## src/rtl/arith_nibble_seq.sv

```systemverilog
// arith_nibble_seq: drives a 4-bit combinational arithmetic unit one nibble
// per clock, LSB first, chaining carries to build a 4*NIBBLES-bit operation.
// Optional feature macro: ARITH_SEQ_ZERO_FLAG_EN adds a registered 'zero'
// output flagging an all-zero final result.
module arith_nibble_seq #(
    parameter int NIBBLES = 4
) (
    input  logic                   clk,
    input  logic                   rst,
    input  logic                   start,
    output logic                   ready,
    input  logic [4*NIBBLES-1:0]   op_x,
    input  logic [4*NIBBLES-1:0]   op_y,
    input  logic                   op_cin,
    input  logic [1:0]             op_s,
    input  logic                   op_a,
    input  logic                   op_b,
    output logic                   busy,
    output logic                   done,
    output logic [4*NIBBLES-1:0]   result,
    output logic                   cout,
    output logic [3:0]             au_x,
    output logic [3:0]             au_y,
    output logic                   au_cin,
    output logic [1:0]             au_s,
    output logic                   au_a,
    output logic                   au_b,
    input  logic [3:0]             au_d,
    input  logic                   au_cout
`ifdef ARITH_SEQ_ZERO_FLAG_EN
    ,
    output logic                   zero
`endif
);

    localparam int W = 4 * NIBBLES;
    localparam logic [2:0] LAST_IDX = 3'(NIBBLES - 1);

    typedef enum logic [1:0] {
        ST_IDLE = 2'd0,
        ST_RUN  = 2'd1,
        ST_DONE = 2'd2
    } state_t;

    state_t         state_r;
    state_t         state_s;
    logic [W-1:0]   x_r;
    logic [W-1:0]   y_r;
    logic [1:0]     s_r;
    logic           a_r;
    logic           b_r;
    logic           carry_r;
    logic [2:0]     idx_r;
    logic [W-1:0]   result_r;
    logic           cout_r;
    logic [W-1:0]   result_next_s;
    logic [W-1:0]   x_shift_s;
    logic [W-1:0]   y_shift_s;
`ifdef ARITH_SEQ_ZERO_FLAG_EN
    logic           zero_r;
`endif

    // State register.
    always_ff @(posedge clk) begin
        if (rst) begin
            state_r <= ST_IDLE;
        end else begin
            state_r <= state_s;
        end
    end

    // Next-state logic: IDLE -> RUN on start, RUN until last nibble, DONE for one cycle.
    always_comb begin
        state_s = state_r;
        case (state_r)
            ST_IDLE: begin
                if (start) begin
                    state_s = ST_RUN;
                end else begin
                    state_s = ST_IDLE;
                end
            end
            ST_RUN: begin
                if (idx_r == LAST_IDX) begin
                    state_s = ST_DONE;
                end else begin
                    state_s = ST_RUN;
                end
            end
            ST_DONE: state_s = ST_IDLE;
            default: state_s = ST_IDLE;
        endcase
    end

    // Nibble select: shift the latched operands so the current nibble sits at bits [3:0].
    always_comb begin
        x_shift_s = x_r >> {idx_r, 2'b00};
        y_shift_s = y_r >> {idx_r, 2'b00};
    end

    // Merge the unit's result nibble into the result word at the current index.
    always_comb begin
        result_next_s = result_r;
        for (int i = 0; i < NIBBLES; i++) begin
            if (idx_r == 3'(i)) begin
                result_next_s[4*i +: 4] = au_d;
            end else begin
                result_next_s[4*i +: 4] = result_r[4*i +: 4];
            end
        end
    end

    // Handshake flags and unit drive; the unit sees zeros outside RUN.
    always_comb begin
        ready  = 1'b0;
        busy   = 1'b0;
        done   = 1'b0;
        au_x   = 4'd0;
        au_y   = 4'd0;
        au_cin = 1'b0;
        au_s   = 2'd0;
        au_a   = 1'b0;
        au_b   = 1'b0;
        case (state_r)
            ST_IDLE: ready = 1'b1;
            ST_RUN: begin
                busy   = 1'b1;
                au_x   = x_shift_s[3:0];
                au_y   = y_shift_s[3:0];
                au_cin = carry_r;
                au_s   = s_r;
                au_a   = a_r;
                au_b   = b_r;
            end
            ST_DONE: begin
                busy = 1'b1;
                done = 1'b1;
            end
            default: ready = 1'b0;
        endcase
    end

    // Datapath: latch request on acceptance, capture one nibble and carry per RUN cycle.
    always_ff @(posedge clk) begin
        if (rst) begin
            x_r      <= {W{1'b0}};
            y_r      <= {W{1'b0}};
            s_r      <= 2'd0;
            a_r      <= 1'b0;
            b_r      <= 1'b0;
            carry_r  <= 1'b0;
            idx_r    <= 3'd0;
            result_r <= {W{1'b0}};
            cout_r   <= 1'b0;
`ifdef ARITH_SEQ_ZERO_FLAG_EN
            zero_r   <= 1'b0;
`endif
        end else begin
            case (state_r)
                ST_IDLE: begin
                    if (start) begin
                        x_r      <= op_x;
                        y_r      <= op_y;
                        s_r      <= op_s;
                        a_r      <= op_a;
                        b_r      <= op_b;
                        carry_r  <= op_cin;
                        idx_r    <= 3'd0;
                        result_r <= {W{1'b0}};
                        cout_r   <= 1'b0;
`ifdef ARITH_SEQ_ZERO_FLAG_EN
                        zero_r   <= 1'b0;
`endif
                    end
                end
                ST_RUN: begin
                    result_r <= result_next_s;
                    carry_r  <= au_cout;
                    if (idx_r == LAST_IDX) begin
                        // idx stays on the last nibble; it is re-zeroed at the next acceptance.
                        cout_r <= au_cout;
`ifdef ARITH_SEQ_ZERO_FLAG_EN
                        zero_r <= (result_next_s == {W{1'b0}});
`endif
                    end else begin
                        idx_r <= idx_r + 3'd1;
                    end
                end
                default: begin
                    carry_r <= carry_r;
                end
            endcase
        end
    end

    assign result = result_r;
    assign cout   = cout_r;
`ifdef ARITH_SEQ_ZERO_FLAG_EN
    assign zero   = zero_r;
`endif

endmodule

```

## config.mk

```make
export PLATFORM = sky130hd
export DESIGN_NAME = arith_nibble_seq
export DESIGN_NICKNAME = d
export VERILOG_FILES = /design/src/rtl/arith_nibble_seq.sv
export SDC_FILE = /design/constraint.sdc
export NUM_CORES = 1
export LEC_CHECK = 0
export CELL_PAD_IN_SITES_DETAIL_PLACEMENT = 0
export CELL_PAD_IN_SITES_GLOBAL_PLACEMENT = 2
export CORE_MARGIN = 2
export CORE_UTILIZATION = 24
export DETAILED_ROUTE_END_ITERATION = 10
export GPL_TIMING_DRIVEN = 0
export MAX_ROUTING_LAYER = met4
export PLACE_DENSITY_LB_ADDON = 0.1
export SETUP_SLACK_MARGIN = 0.3
export SLEW_MARGIN = 20
export SYNTH_ARGS = -nofsm -noshare
export SYNTH_HDL_FRONTEND = slang
export SYNTH_SLANG_ARGS = --single-unit
```

## constraint.sdc

```tcl
create_clock -name clk -period 1.5 [get_ports clk]
set_input_delay 0.3 -clock clk [delete_from_list [all_inputs] [get_ports clk]]
set_output_delay 0.3 -clock clk [all_outputs]
set_load 0.01 [all_outputs]
```

## After elaboration in Yosys (flattened, before gate mapping)

Cells that the tools add are included.

| word-level totals | value |
|---|---|
| input bits | 45 |
| word-level logic and storage cells | 64 |
| output and inout port bits | 33 |
| flip-flop bits (word level) | 59 |

| cells by class | value |
|---|---|
| muxes and demuxes | 26 |
| equal/unequal tests | 11 |
| shift-type cells | 2 |
| add/subtract/negate cells | 1 |
| reduce and logical (&&, ||, !) cells | 11 |

Operators with widths:

| operator | number |
|---|---|
| $pmux 16 s2 | 1 |
| $shr 16x5->4 | 2 |
| $mux 4 | 6 |
| $mux 16 | 1 |
| $reduce_and 3->1 | 5 |
| $ne 2x2->1 const B | 6 |
| $mux 1 | 10 |
| $eq 3x2->1 const B | 2 |
| $mux 3 | 2 |
| $pmux 3 s2 | 1 |
| $mux 2 | 2 |
| $pmux 1 s2 | 2 |
| $pmux 2 s2 | 1 |
| $reduce_and 2->1 | 2 |
| $add 3x1->3 const B | 1 |
| $eq 3x1->1 const B | 1 |
| $logic_not 3->1 | 1 |
| $eq 2x1->1 const B | 1 |
| $eq 2x2->1 const B | 1 |
| $logic_not 2->1 | 1 |
| $reduce_bool 2->1 | 1 |
| $reduce_or 2->1 | 1 |

## Logic depth before layout (Yosys ltp)

| depth | value |
|---|---|
| depth after elaboration | 3 |
| depth in mapped cells | 7 |
| mapped depth without buffers | 5 |

## Least setup slack after synthesis

OpenSTA, ideal clock, no wires.

| timing | value |
|---|---|
| path kind | flip-flop to output port |
| from | register idx_r[0] |
| to | output au_x[2] |
| stages on the path, launching flop included | 4 |
| data arrival time | 1302 ps |
| buffers on the path | 1 |
| slack | -102 ps |
| data required time | 1200 ps |
| cell sequence | dfxtp_1 > buf_2 > mux4_2 > and3_1 |

| on the way | value |
|---|---|
| word-level cells in the longest chain between the ends | 2 |

RTL lines:

| element | RTL line | source |
|---|---|---|
| from (decl) | 53 | `logic [2:0] idx_r;` |
| from (signal assigned) | 186 | `idx_r <= idx_r + 3'd1;` |
| $shr 16x5->4 | 97 | `x_shift_s = x_r >> {idx_r, 2'b00};` |
| $mux 4 | 124 | `case (state_r)` |
| to (decl) | 22 | `output logic [3:0] au_x,` |

Every way passes these cells.

## Worst setup path after layout

Same ends and word-level chain as after synthesis.

==> flow_metrics.py <==
metrics = {
    "yosys": {
        "synth.distinct_cells": 22,
        "synth_compound_area_frac": 0.112,
        "yosysTopAreaCell": "dfxtp_1",
        "syn_area_um2": 2560,
        "synth.avg_cell_area_um2": 8.84,
        "ys_ff_latch": 59,
        "syn_nets": 343,
        "synthXorXnorAreaFrac": 0,
        "synthAdderAreaFrac": 0.0390,
        "syn-instance-count": 290,
        "synthMuxAreaShare": 0.131,
        "synth_top_area_frac": 0.460,
        "yosysWarnings": 0,
        "synthTopCellsByArea": "dfxtp_1 (46%), nand2_1 (11%), a21oi_1 (8.0%), mux4_2 (7.0%), mux2i_1 (5.5%)",
        "synth_simple_gate_area_share": 0.220,
        "synth_top_family_by_area": "simple AND/OR/NAND/NOR gates",
        "yosysSeqAreaShare": 0.460,
    },
    "floorplan": {
        "die_h_um": 107,
        "core_um2": 10400,
        "rows": 37,
        "io_pins": 78,
        "die-area_um2": 11500,
        "initial_core_util": 0.247,
        "die_x_um": 107,
    },
    "layout": {
        "seqCellArea_um2": 1210,
        "area_delta_synth_final_pct": 98.5,
        "diodes": 0,
        "multi_input_area_um2": 1950,
        "drive_above_1_share": 0.599,
        "nFillCells": 998,
        "fin_nets": 474,
    },
    "routing": {
        "vias_per_cell": 4.40,
        "dr.pass1.iters": 4,
        "drt_iter0_markers": 38,
        "wirelength_mm": 8.81,
        "ant_nets": 0,
        "routedWlPerCell_um": 15.7,
        "num_vias": 2474,
        "remaining_drc_errors": 0,
    },
    "sta": {
        "skew_ns": 0.00887,
        "hold_viol_final": 0,
        "worst_hold_slack_ns": 0.455,
        "finalCritPeriodShare": 1.29,
        "worst_slew_pin_slew_ns": 0.694,
        "relSlewSlack": 0.537,
        "finalSetupViolations": 71,
        "layout_min_cycle_time_ns": 1.93,
        "rsz0062_at_grt": "yes",
        "fin_tns_setup_ns": -10.72,
        "fin_ws_ns": -0.432,
        "timing.final.max_slew_violations": 0,
        "fmax_ghz": 0.517,
    },
    "clock_tree": {
        "clock_latency_ns": 0.33,
        "cts_made_buffers": 9,
        "cts_hold_buf": 0,
        "clk_path_buf_depth": 2,
        "htree_levels": 3,
        "cts_tree": "yes",
        "cts-root-buf": "clkbuf_8",
        "clk_pin_slew_worst_paths_ns": 0.07,
        "cts_sinks": 59,
    },
    "setup_path": {
        "crit_family": "multiplexers",
        "path_class": "reg -> out",
        "slowest_stage": "mux4_2",
        "cp-end-kind": "output port",
        "slowest_delay_ns": 0.50,
        "cp.required_ns": 1.20,
        "crit_path_max_fanout": 8,
        "path_cells": "buf_12, mux4_2, and3_4, buf_6",
        "critPathBufInv": 2,
        "arrival_ns": 1.63,
        "cp-start-kind": "flop",
    },
    "power": {
        "p_per_area_nw_per_um2": 911,
        "power_leakage_nw": 2.12,
        "peakVddDrop_v": 0.000462,
    },
    "placed_design": {
        "place_congestion": 0.749,
        "dp_hpwl_mm": 5.36,
        "port_buffers": 77,
    },
    "global_route": {
        "grt_max_degree": 11,
        "grt_pass1_wl_mm": 13.3,
        "grt_pass1_vias": 2495,
        "grt_usage": 0.158,
        "grt_overflow": 0,
        "antenna_found_initial": 0,
    },
    "outcome": {
        "status": "finished, violations left",
        "violations": "setup timing",
    },
    "worst_hold_path": {
        "min_path_type": "reg -> reg",
    },
    "run": {
        "drv_cap": 0,
    },
}
## cell families (layout without fill, tap and decap cells)
group                    Yosys count  count (layout)
AO/OA/AOI/OAI                     57              57
adder cells (fa/ha/maj)            8               8
buffers and inverters             23             159
flip-flops                        59              59
multiplexers                      23              23
AND/OR/NAND/NOR                  120             120
## state kept, by name, indices dropped and copies added, names as in the netlist
register and flops:
cout 1, carry_r 1, result 16, x_r 16, idx_r 3, s_r 2
a_r 1, b_r 1, state_r 2, y_r 16
## cells in the mapped netlist (all sizes together)
cell    instances
mux4            8
mux2i          14
nor2b           9
and2            7
nor2            1
nand2          74
dfxtp          59
a21oi          41
buf             7
a211oi          1
mux2            1
nand2b         13
or3             1
nand3           2
nand4           1
clkbuf         10
nand3b          4
ha              8
inv             6
and3            8
o21ai          15
## through the flow
stage          area, um^2  cells  setup slack, ns   util  total power (W)
3_5_place_dp         3710    503           -0.690  0.358          0.00236
5_1_grt              5090    562           -0.496  0.491          0.00483
3_3_place_gp         3710    503           -0.665  0.358          0.00236
6_report             5090    562           -0.432  0.491          0.00464
2_1_floorplan        2770    290           0.0422      -          0.00207
4_1_cts              4730    548           -0.446  0.456          0.00452
## routing by layer
| metal | GRT usage | vias to the layer above | share of wire |
|---|---|---|---|
| met5 | - | - | 0 |
| met4 | 0.0559 | 0 | 0.014 |
| met3 | 0.0254 | 9 | 0.035 |
| met2 | 0.255 | 62 | 0.49 |
| met1 | 0.201 | 1158 | 0.46 |
| li1 | - | 1245 | - |
## final timing paths
check / startpoint / end / slack (ns) / cells past startpoint
worst max register to register: state_r[0]$_SDFF_PP0_ / result[11]$_SDFFE_PP0P_ / -0.17 / 8
worst min register to register: y_r[7]$_SDFFE_PP0P_ / y_r[7]$_SDFFE_PP0P_ / 0.45 / 2
worst max-delay path: idx_r[0]$_SDFFE_PP0P_ / au_x[2] / -0.43 / 4
worst min-delay path: y_r[7]$_SDFFE_PP0P_ / y_r[7]$_SDFFE_PP0P_ / 0.45 / 2
## power by group
group	switching [W]	total, W	internal, W
clock	0.000652	0.00189	0.00124
combinational	0.000467	0.00105	0.000587
sequential	0.0000450	0.00169	0.00165
## placed cells by master (no fill, tap or decap), types with 13 or more instances in the layout
master and count:
a21oi_2 38, buf_2 17, buf_4 19, buf_6 30
clkbuf_8 14, clkdlybuf4s50_1 43, dfxtp_1 40, dfxtp_2 17
mux2i_1 13, nand2_1 29, nand2_4 32
## tightest hold or removal path, delay by kind of cell (launching register included)
kind               cells  cell delay (ns)
DFF                    1             0.32
AOI/OAI and AO/OA      1             0.04
and+or+nand+nor        1             0.06
## repair_timing
action | in CTS | in global routing
setup buffers | 25 | 12
resized for setup | 247 | 109
setup endpoints to repair | 92 | 90
gates cloned | 4 | 2
pin swaps | 23 | 32
hold endpoints to repair | 0 | 0
## layout make-up
class | instances | share of cell area
clock inverters | 4 | 0.0187
plain buffers | 17 | 0.0531
repair buffers | 120 | 0.237
flip-flops and latches | 59 | 0.238
multi-input cells | 208 | 0.382
inverters | 6 | 0.00541
clock buffers | 12 | 0.0324
well taps | 136 | 0.0334
Power figures use the tool's default switching activity.
